**src/rtl/cpu8_pkg.sv**
```systemverilog
// Shared encodings for the 8-bit CPU control unit: opcodes, FSM states, writeback/ALU selects,
// and instruction field positions.
package cpu8_pkg;

  localparam logic [3:0] OP_NOP  = 4'h0;
  localparam logic [3:0] OP_ADD  = 4'h1;
  localparam logic [3:0] OP_SUB  = 4'h2;
  localparam logic [3:0] OP_AND  = 4'h3;
  localparam logic [3:0] OP_OR   = 4'h4;
  localparam logic [3:0] OP_XOR  = 4'h5;
  localparam logic [3:0] OP_SHL  = 4'h6;
  localparam logic [3:0] OP_SHR  = 4'h7;
  localparam logic [3:0] OP_LDI  = 4'h8;
  localparam logic [3:0] OP_LD   = 4'h9;
  localparam logic [3:0] OP_ST   = 4'hA;
  localparam logic [3:0] OP_JMP  = 4'hB;
  localparam logic [3:0] OP_BZ   = 4'hC;
  localparam logic [3:0] OP_MOV  = 4'hD;
  localparam logic [3:0] OP_RSV  = 4'hE;
  localparam logic [3:0] OP_HALT = 4'hF;

  localparam int OP_MSB  = 15;
  localparam int OP_LSB  = 12;
  localparam int RD_MSB  = 11;
  localparam int RD_LSB  = 9;
  localparam int RS1_MSB = 8;
  localparam int RS1_LSB = 6;
  localparam int RS2_MSB = 5;
  localparam int RS2_LSB = 3;
  localparam int IMM_MSB = 7;
  localparam int IMM_LSB = 0;

  typedef enum logic [2:0] {
    S_FETCH   = 3'd0,
    S_DECODE  = 3'd1,
    S_EXECUTE = 3'd2,
    S_MEM     = 3'd3,
    S_HALTED  = 3'd4
  } state_t;

  typedef enum logic [1:0] {
    WB_ALU = 2'd0,
    WB_IMM = 2'd1,
    WB_RS1 = 2'd2,
    WB_MEM = 2'd3
  } wb_sel_t;

  typedef enum logic [2:0] {
    ALU_ADD  = 3'd0,
    ALU_SUB  = 3'd1,
    ALU_AND  = 3'd2,
    ALU_OR   = 3'd3,
    ALU_XOR  = 3'd4,
    ALU_SHL  = 3'd5,
    ALU_SHR  = 3'd6,
    ALU_PASS = 3'd7
  } alu_op_t;

  function automatic alu_op_t alu_op_of(input logic [3:0] opc);
    alu_op_t r;
    case (opc)
      OP_ADD:  r = ALU_ADD;
      OP_SUB:  r = ALU_SUB;
      OP_AND:  r = ALU_AND;
      OP_OR:   r = ALU_OR;
      OP_XOR:  r = ALU_XOR;
      OP_SHL:  r = ALU_SHL;
      OP_SHR:  r = ALU_SHR;
      default: r = ALU_PASS;
    endcase
    return r;
  endfunction

endpackage

```
**src/rtl/alu8.sv**
```systemverilog
// Combinational 8-bit ALU; results wrap, carry/borrow dropped, shifts zero-fill.
module alu8
  import cpu8_pkg::*;
(
  input  logic [2:0] op,
  input  logic [7:0] a,
  input  logic [7:0] b,
  output logic [7:0] y
);

  always_comb begin
    y = a;
    case (op)
      ALU_ADD: y = a + b;
      ALU_SUB: y = a - b;
      ALU_AND: y = a & b;
      ALU_OR:  y = a | b;
      ALU_XOR: y = a ^ b;
      ALU_SHL: y = {a[6:0], 1'b0};
      ALU_SHR: y = {1'b0, a[7:1]};
      default: y = a;
    endcase
  end

endmodule

```
**src/rtl/cpu8_control_unit.sv**
```systemverilog
// Multi-cycle fetch/decode/execute control + writeback for the 8-bit CPU; 3 cycles/instr, LD 4.
// No backpressure. Define ILLEGAL_OP_TRAP_EN to trap opcode E (illegal=1, halt); else it is a NOP.
module cpu8_control_unit
  import cpu8_pkg::*;
#(
  parameter logic [7:0] RESET_PC = 8'h00
)
(
  input  logic        clk,
  input  logic        rst,
  output logic [7:0]  imem_addr,
  input  logic [15:0] imem_rdata,
  output logic [2:0]  rf_readadd1,
  output logic [2:0]  rf_readadd2,
  input  logic [7:0]  rf_readdata1,
  input  logic [7:0]  rf_readdata2,
  output logic [2:0]  rf_writeadd,
  output logic [7:0]  rf_writedata,
  output logic        rf_regwrite,
  output logic [7:0]  dmem_addr,
  output logic [7:0]  dmem_wdata,
  output logic        dmem_we,
  input  logic [7:0]  dmem_rdata,
  output logic        halted,
  output logic        illegal
);

  state_t     state, state_nxt;
  logic [7:0] pc, pc_nxt;
  logic [15:0] ir;

  logic [3:0] op;
  logic [2:0] rd, rs1, rs2;
  logic [7:0] imm8;

  alu_op_t    alu_op;
  wb_sel_t    wb_sel;
  logic [7:0] alu_y;
  logic       wr_en;
  logic       st_en;
  logic       illegal_set;

  assign op   = ir[OP_MSB:OP_LSB];
  assign rd   = ir[RD_MSB:RD_LSB];
  assign rs1  = ir[RS1_MSB:RS1_LSB];
  assign rs2  = ir[RS2_MSB:RS2_LSB];
  assign imm8 = ir[IMM_MSB:IMM_LSB];

  // BZ tests rd, so it borrows read port 1.
  assign rf_readadd1 = (op == OP_BZ) ? rd : rs1;
  assign rf_readadd2 = rs2;
  assign rf_writeadd = rd;
  assign imem_addr   = pc;
  assign dmem_addr   = rf_readdata1;
  assign dmem_wdata  = rf_readdata2;

  alu8 u_alu (
    .op (alu_op),
    .a  (rf_readdata1),
    .b  (rf_readdata2),
    .y  (alu_y)
  );

  always_ff @(posedge clk) begin
    if (rst) begin
      state <= S_FETCH;
      pc    <= RESET_PC;
      ir    <= 16'h0000;
    end else begin
      state <= state_nxt;
      pc    <= pc_nxt;
      if (state == S_DECODE) begin
        ir <= imem_rdata;
      end
    end
  end

  // A taken jump/branch in EXECUTE overrides the increment made in DECODE.
  always_comb begin
    state_nxt   = state;
    pc_nxt      = pc;
    illegal_set = 1'b0;
    case (state)
      S_FETCH:  state_nxt = S_DECODE;
      S_DECODE: begin
        state_nxt = S_EXECUTE;
        pc_nxt    = pc + 8'd1;
      end
      S_EXECUTE: begin
        state_nxt = S_FETCH;
        case (op)
          OP_LD:   state_nxt = S_MEM;
          OP_JMP:  pc_nxt = imm8;
          OP_BZ: begin
            if (rf_readdata1 == 8'h00) begin
              pc_nxt = imm8;
            end
          end
          OP_HALT: state_nxt = S_HALTED;
`ifdef ILLEGAL_OP_TRAP_EN
          OP_RSV: begin
            state_nxt   = S_HALTED;
            illegal_set = 1'b1;
          end
`endif
          default: ;
        endcase
      end
      S_MEM:    state_nxt = S_FETCH;
      S_HALTED: state_nxt = S_HALTED;
      default:  state_nxt = S_FETCH;
    endcase
  end

  always_comb begin
    alu_op = alu_op_of(op);
    wb_sel = WB_ALU;
    wr_en  = 1'b0;
    st_en  = 1'b0;
    case (op)
      OP_ADD, OP_SUB, OP_AND, OP_OR, OP_XOR, OP_SHL, OP_SHR: wr_en = 1'b1;
      OP_LDI: begin
        wb_sel = WB_IMM;
        wr_en  = 1'b1;
      end
      OP_MOV: begin
        wb_sel = WB_RS1;
        wr_en  = 1'b1;
      end
      OP_ST:   st_en = 1'b1;
      default: ;
    endcase
    if (state == S_MEM) begin
      wb_sel = WB_MEM;
    end

    case (wb_sel)
      WB_ALU:  rf_writedata = alu_y;
      WB_IMM:  rf_writedata = imm8;
      WB_RS1:  rf_writedata = rf_readdata1;
      default: rf_writedata = dmem_rdata;
    endcase

    // Strobes are masked by rst so an abandoned instruction never commits.
    rf_regwrite = ~rst & (((state == S_EXECUTE) & wr_en) | (state == S_MEM));
    dmem_we     = ~rst & (state == S_EXECUTE) & st_en;
    halted      = (state == S_HALTED);
  end

`ifdef ILLEGAL_OP_TRAP_EN
  logic illegal_q;

  always_ff @(posedge clk) begin
    if (rst) begin
      illegal_q <= 1'b0;
    end else if (illegal_set) begin
      illegal_q <= 1'b1;
    end
  end

  assign illegal = illegal_q;
`else
  assign illegal = 1'b0;
`endif

endmodule

```
**config.mk**
```make
export PLATFORM = sky130hd
export DESIGN_NAME = cpu8_control_unit
export DESIGN_NICKNAME = d
export VERILOG_FILES = /design/src/rtl/cpu8_pkg.sv /design/src/rtl/alu8.sv /design/src/rtl/cpu8_control_unit.sv
export SDC_FILE = /design/constraint.sdc
export NUM_CORES = 1
export LEC_CHECK = 0
export BUFFER_PORTS_ARGS = -buffer_cell sky130_fd_sc_hd__buf_2
export CORE_ASPECT_RATIO = 1.4
export CORE_MARGIN = 3
export CORE_UTILIZATION = 53
export DETAILED_ROUTE_END_ITERATION = 10
export GPL_TIMING_DRIVEN = 0
export PLACE_DENSITY = 0.87
export SYNTH_ARGS = -nofsm -noshare
export SYNTH_HDL_FRONTEND = slang
export SYNTH_SLANG_ARGS = --single-unit
```
**constraint.sdc**
```tcl
create_clock -name clk -period 3.6 [get_ports clk]
set_input_delay 0.18 -clock clk [delete_from_list [all_inputs] [get_ports clk]]
set_output_delay 0.18 -clock clk [all_outputs]
set_load 0.01 [all_outputs]
```
### Word-level counts from Yosys, hierarchy flattened

Cells that the tools add are included.

* output and inout port bits: 45
* input port bits: 42
* bits in registers: 27

* bitwise operators: 9
* mux-type cells: 13
* reduce and logical (&&, ||, !) cells: 7
* add/sub/neg operators: 3
* eq/ne operators: 28

Operator list (number)
* $pmux 8 s7: 1
* $pmux 8 s2: 2
* $eq 4x4->1 const B: 7
* $pmux 8 s3: 1
* $pmux 3 s7: 1
* $eq 4x3->1 const B: 4
* $eq 3x2->1 const B: 4
* $eq 3x3->1 const B: 4
* $pmux 3 s4: 1
* $reduce_or 9->1: 1
* $add 8x1->8 const B: 1
* $add 8x8->8: 1
* $and 8x8->8: 1
* $eq 4x2->1 const B: 2
* $logic_not 8->1: 1
* $mux 8: 1
* $or 8x8->8: 1
* $sub 8x8->8: 1
* $xor 8x8->8: 1
* $eq 3x1->1 const B: 2
* $logic_not 3->1: 2
* $pmux 3 s2: 1
* $and 1x1->1: 4
* $eq 4x1->1 const B: 1
* 13 further kinds: 14

### Logic depth before layout (Yosys ltp)

* depth in word-level cells: 6
* mapped depth: 12

### By module

Synthesis repeated with hierarchy kept, for this count alone.

* cells, all modules: 447
* area, all modules: 3300.7 µm²

Modules (own cells, without submodules)
* cpu8_control_unit: seq. area each 540.5 µm², area each 2099.5 µm², cells each 283, instances 1
* alu8: seq. area each 0.0 µm², area each 1201.2 µm², cells each 164, instances 1

### Worst setup path before layout

Ideal clock, no wire load.

* path kind: register to output
* start: register ir[12]
* end: output port rf_writedata[3]
* cell stages (with the launch flop): 12
* path buffers: 1
* slack: 0.642 ns
* data required time: 3.420 ns
* data arrival time: 2.778 ns
* cell sequence: dfxtp_1 buf_6 nand2b_1 nor3_1 mux2_2 inv_1 ha_1 a21o_1 a21oi_1 xnor2_1 a211oi_1 o41ai_1

* word-level cells in the longest chain between the ends: 5

Ends and longest elaborated chain
* start: declaration: line cpu8_control_unit.sv:30 `logic [15:0] ir;`
* start signal: assignment: line cpu8_control_unit.sv:73 `ir <= imem_rdata;`
* $eq 4x3->1, or another cell as far along: line cpu8_pkg.sv:61 `case (opc)`
* $pmux 3 s7 or $pmux 2 s2 (tied branches): line cpu8_pkg.sv:61, cpu8_control_unit.sv:120
* $eq 3x3->1, or another cell as far along: line alu8.sv:13 `case (op)`
* $pmux 8 s7, or another cell as far along: line alu8.sv:13
* $pmux 8 s3 (*): line cpu8_control_unit.sv:137 `case (wb_sel)`
* end: declaration: line cpu8_control_unit.sv:18 `output logic [7:0] rf_writedata,`

Mark *: on every way between the ends. The rest lies on a longest branch, timed or not.

### Worst setup path after layout

* start: register ir[13]
* end: output port rf_writedata[6]

The elaborated chain is that of the path after synthesis.

==> impl_metrics.yaml <==
status:
  status: "completed"
clock_tree:
  cts_tree: "yes"
  clock_path_buffers: 2
  clkLatencyLatePin_ps: 280
  htree_levels: 1
  root_buffer: "clkbuf_8"
  clk_pin_slew_ps: 100
  clock-sinks: 27
  cts_hold_buf: 0
  cts_buffers: 3
synthesis:
  yosys-top-cells-area: "dfxtp_1, ha_1, a21oi_1, nand2_1, buf_4"
  yosys_warnings: 0
  ys_types: 58
  avgSynthCellArea_um2: 7.28
  async_flop_share: 0
  synthFlopType: "dfxtp_1"
  synth_top_area_cell: "dfxtp_1"
  synth_top_area_frac: 0.183
  synth-seq-area-share: 0.183
  synth_edf_count: 0
  synth.ff_latch_count: 27
  synth.most_common_cell: "nand2_1"
  syn_nets: 473
  synthTopCellsByCount: "nand2_1, a21oi_1, dfxtp_1, ha_1, inv_1"
  syn_area_mm2: 0.00295
  synth_cells: 405
sta:
  fin_skew_ps: 5.34
  fin_ws_ps: 146
  fin_tns_setup_ps: 0
  max_freq_mhz: 290
  setup_viol: 0
  finalCritPeriodShare: 0.959
  rsz0062_at_grt: "no"
  hold_viol: 0
  worstMarginPinSlew_ps: 679
  slew-limit-headroom: 0.545
  slew_viol_final: 0
  period_minus_slack_ps: 3450
floorplan:
  core-area_mm2: 0.00528
  die_x_um: 69.0
  die_y_um: 94.3
  ios: 87
  dieArea_mm2: 0.00651
  rows: 31
  start_util: 0.559
route:
  wl_mm: 9.19
  via_count: 3346
  avgViaCountPerCell: 5.96
  drtIter0Drc: 224
  drcViolationCount: 0
  postRouteAntennaNets: 0
  drt_first_pass_iters: 5
  wl_per_cell_um: 16.4
grt:
  grt_usage: 0.281
  grt_pass1_vias: 3268
  grt_pass1_wl_mm: 15.2
  antenna_found_initial: 0
  overflow: 0
  grt_max_degree: 17
finish:
  post-route-util: 0.671
  register_area_um2: 541
  fillers: 474
  area_delta_synth_final_pct: 19.9
  diodes: 0
  drive_above_1_share: 0.285
  multi_input_area_mm2: 0.00204
  fin_nets: 564
place:
  gp_congestion: 1.01
  place_ws_ps: 73.4
  placement.io_buffers: 85
  place_hpwl_mm: 7.06
pwr:
  intPower_uw: 601
  clkPwrFrac: 0.180
  swShare: 0.396
  irDropWorstVdd_mv: 0.324
  pwr-share-comb: 0.483
  switching_power_uw: 393
  powerDensity_mw_per_mm2: 281
  pwr-share-seq: 0.337
  power_leakage_uw: 0.00158
critical_path:
  critical_path_required_ps: 3420
  path_max_fanout: 10
  critPathCaptureType: "output port"
  critical_path_class: "reg -> out"
  start_kind: "register"
  arrival_ps: 3270
run:
  drv_cap: 0
worst_hold_path:
  hp-class: "in -> reg"
## registers in the layout, summed over array words and instances (netlist names)
signal,flops
ir,16
imem_addr,8
state,3
## worst paths after layout
check	start	endpoint	slack (ps)	depth (start not counted)
max	ir[13]$_SDFFE_PP0P_	rf_writedata[6]	150	12
min	imem_rdata[11]	ir[11]$_SDFFE_PP0P_	120	3
max reg2reg	state[0]$_SDFF_PP0_	imem_addr[4]$_SDFFE_PP0P_	1470	7
min reg2reg	ir[8]$_SDFFE_PP0P_	ir[8]$_SDFFE_PP0P_	460	2
## cell families after synthesis
| logic type | Yosys count | synth area share |
|---|---|---|
| simple gates | 129 | 0.206 |
| compound gates | 125 | 0.280 |
| buf+inv | 74 | 0.132 |
| flops | 27 | 0.183 |
| fa+ha+maj | 26 | 0.113 |
| mux | 12 | 0.0526 |
| xor+xnor | 11 | 0.0327 |
| other cells | 1 | 0.00127 |
## cell type report
type / instances / share of cell area
tap: 66 / 0.0233
timing repair buffer: 86 / 0.122
clock buffer: 3 / 0.0117
inverter: 25 / 0.0265
clock inverter: 1 / 0.00212
buffer: 49 / 0.0835
multi-input combinational: 304 / 0.578
sequential: 27 / 0.153
## worst max-delay path, stage by stage (launching register included)
cell and delay [ps]:
dfxtp_1 360, buf_4 200, nand2b_2 120, nor3_4 350
mux2_2 410, fa_1 440, nor2b_1 160, o31a_1 150
o21ai_0 110, a211o_1 310, nand3_1 100, a22o_1 130
buf_2 120
## cell usage in the layout, fill, tap and decap left out, types with 3 or more instances in the layout
cell type	count
a311oi_1	4
a22oi_1	3
buf_4	25
dfxtp_1	27
ha_1	25
o221ai_1	3
clkbuf_1	15
mux2_2	8
inv_1	25
a21oi_1	49
nor2_1	22
nor3_2	3
nor2b_1	5
o31ai_1	3
nand2_1	57
buf_1	3
o211ai_1	5
xnor2_1	9
a31oi_1	4
o21ai_0	17
a211oi_1	6
nor4_1	3
buf_2	90
o32ai_1	4
nand3_1	5
a21o_1	7
nor3_1	11
clkbuf_8	3
nand2b_1	7
## per-stage QoR
step                      cell area [um^2]  std cells  hold WS [ps]  total power [uW]
after floorplan                       2950        405           316               653
after global placement                3460        556           420               795
after detailed placement              3460        556           426               805
after CTS                             3510        560           122               983
after global routing                  3540        561           122              1060
final                                 3540        561           121               994
## what timing repair did
item / CTS / global route
setup buffers: 0 / 1
pin swaps: 0 / 1
cloned: 0 / 0
endpoints found under the setup margin: 6 / 5
hold endpoints to repair: 0 / 0
resized for setup: 1 / 4
## power by group through the flow
stage	clock network, uW	registers, uW	logic (uW)
3_3_place_gp	0	340	455
3_5_place_dp	0	340	464
4_1_cts	181	334	468
2_1_floorplan	0	336	317
5_1_grt	191	337	529
6_report	179	335	480
## routing by layer
metal	track usage	wire length [um]	vias up
li1	-	-	1602
met2	0.541	4830	161
met4	0.127	279	0
met3	0.0343	664	24
met5	0	0	-
met1	0.302	3420	1559
Note: power is estimated with default switching activity, not from simulation.
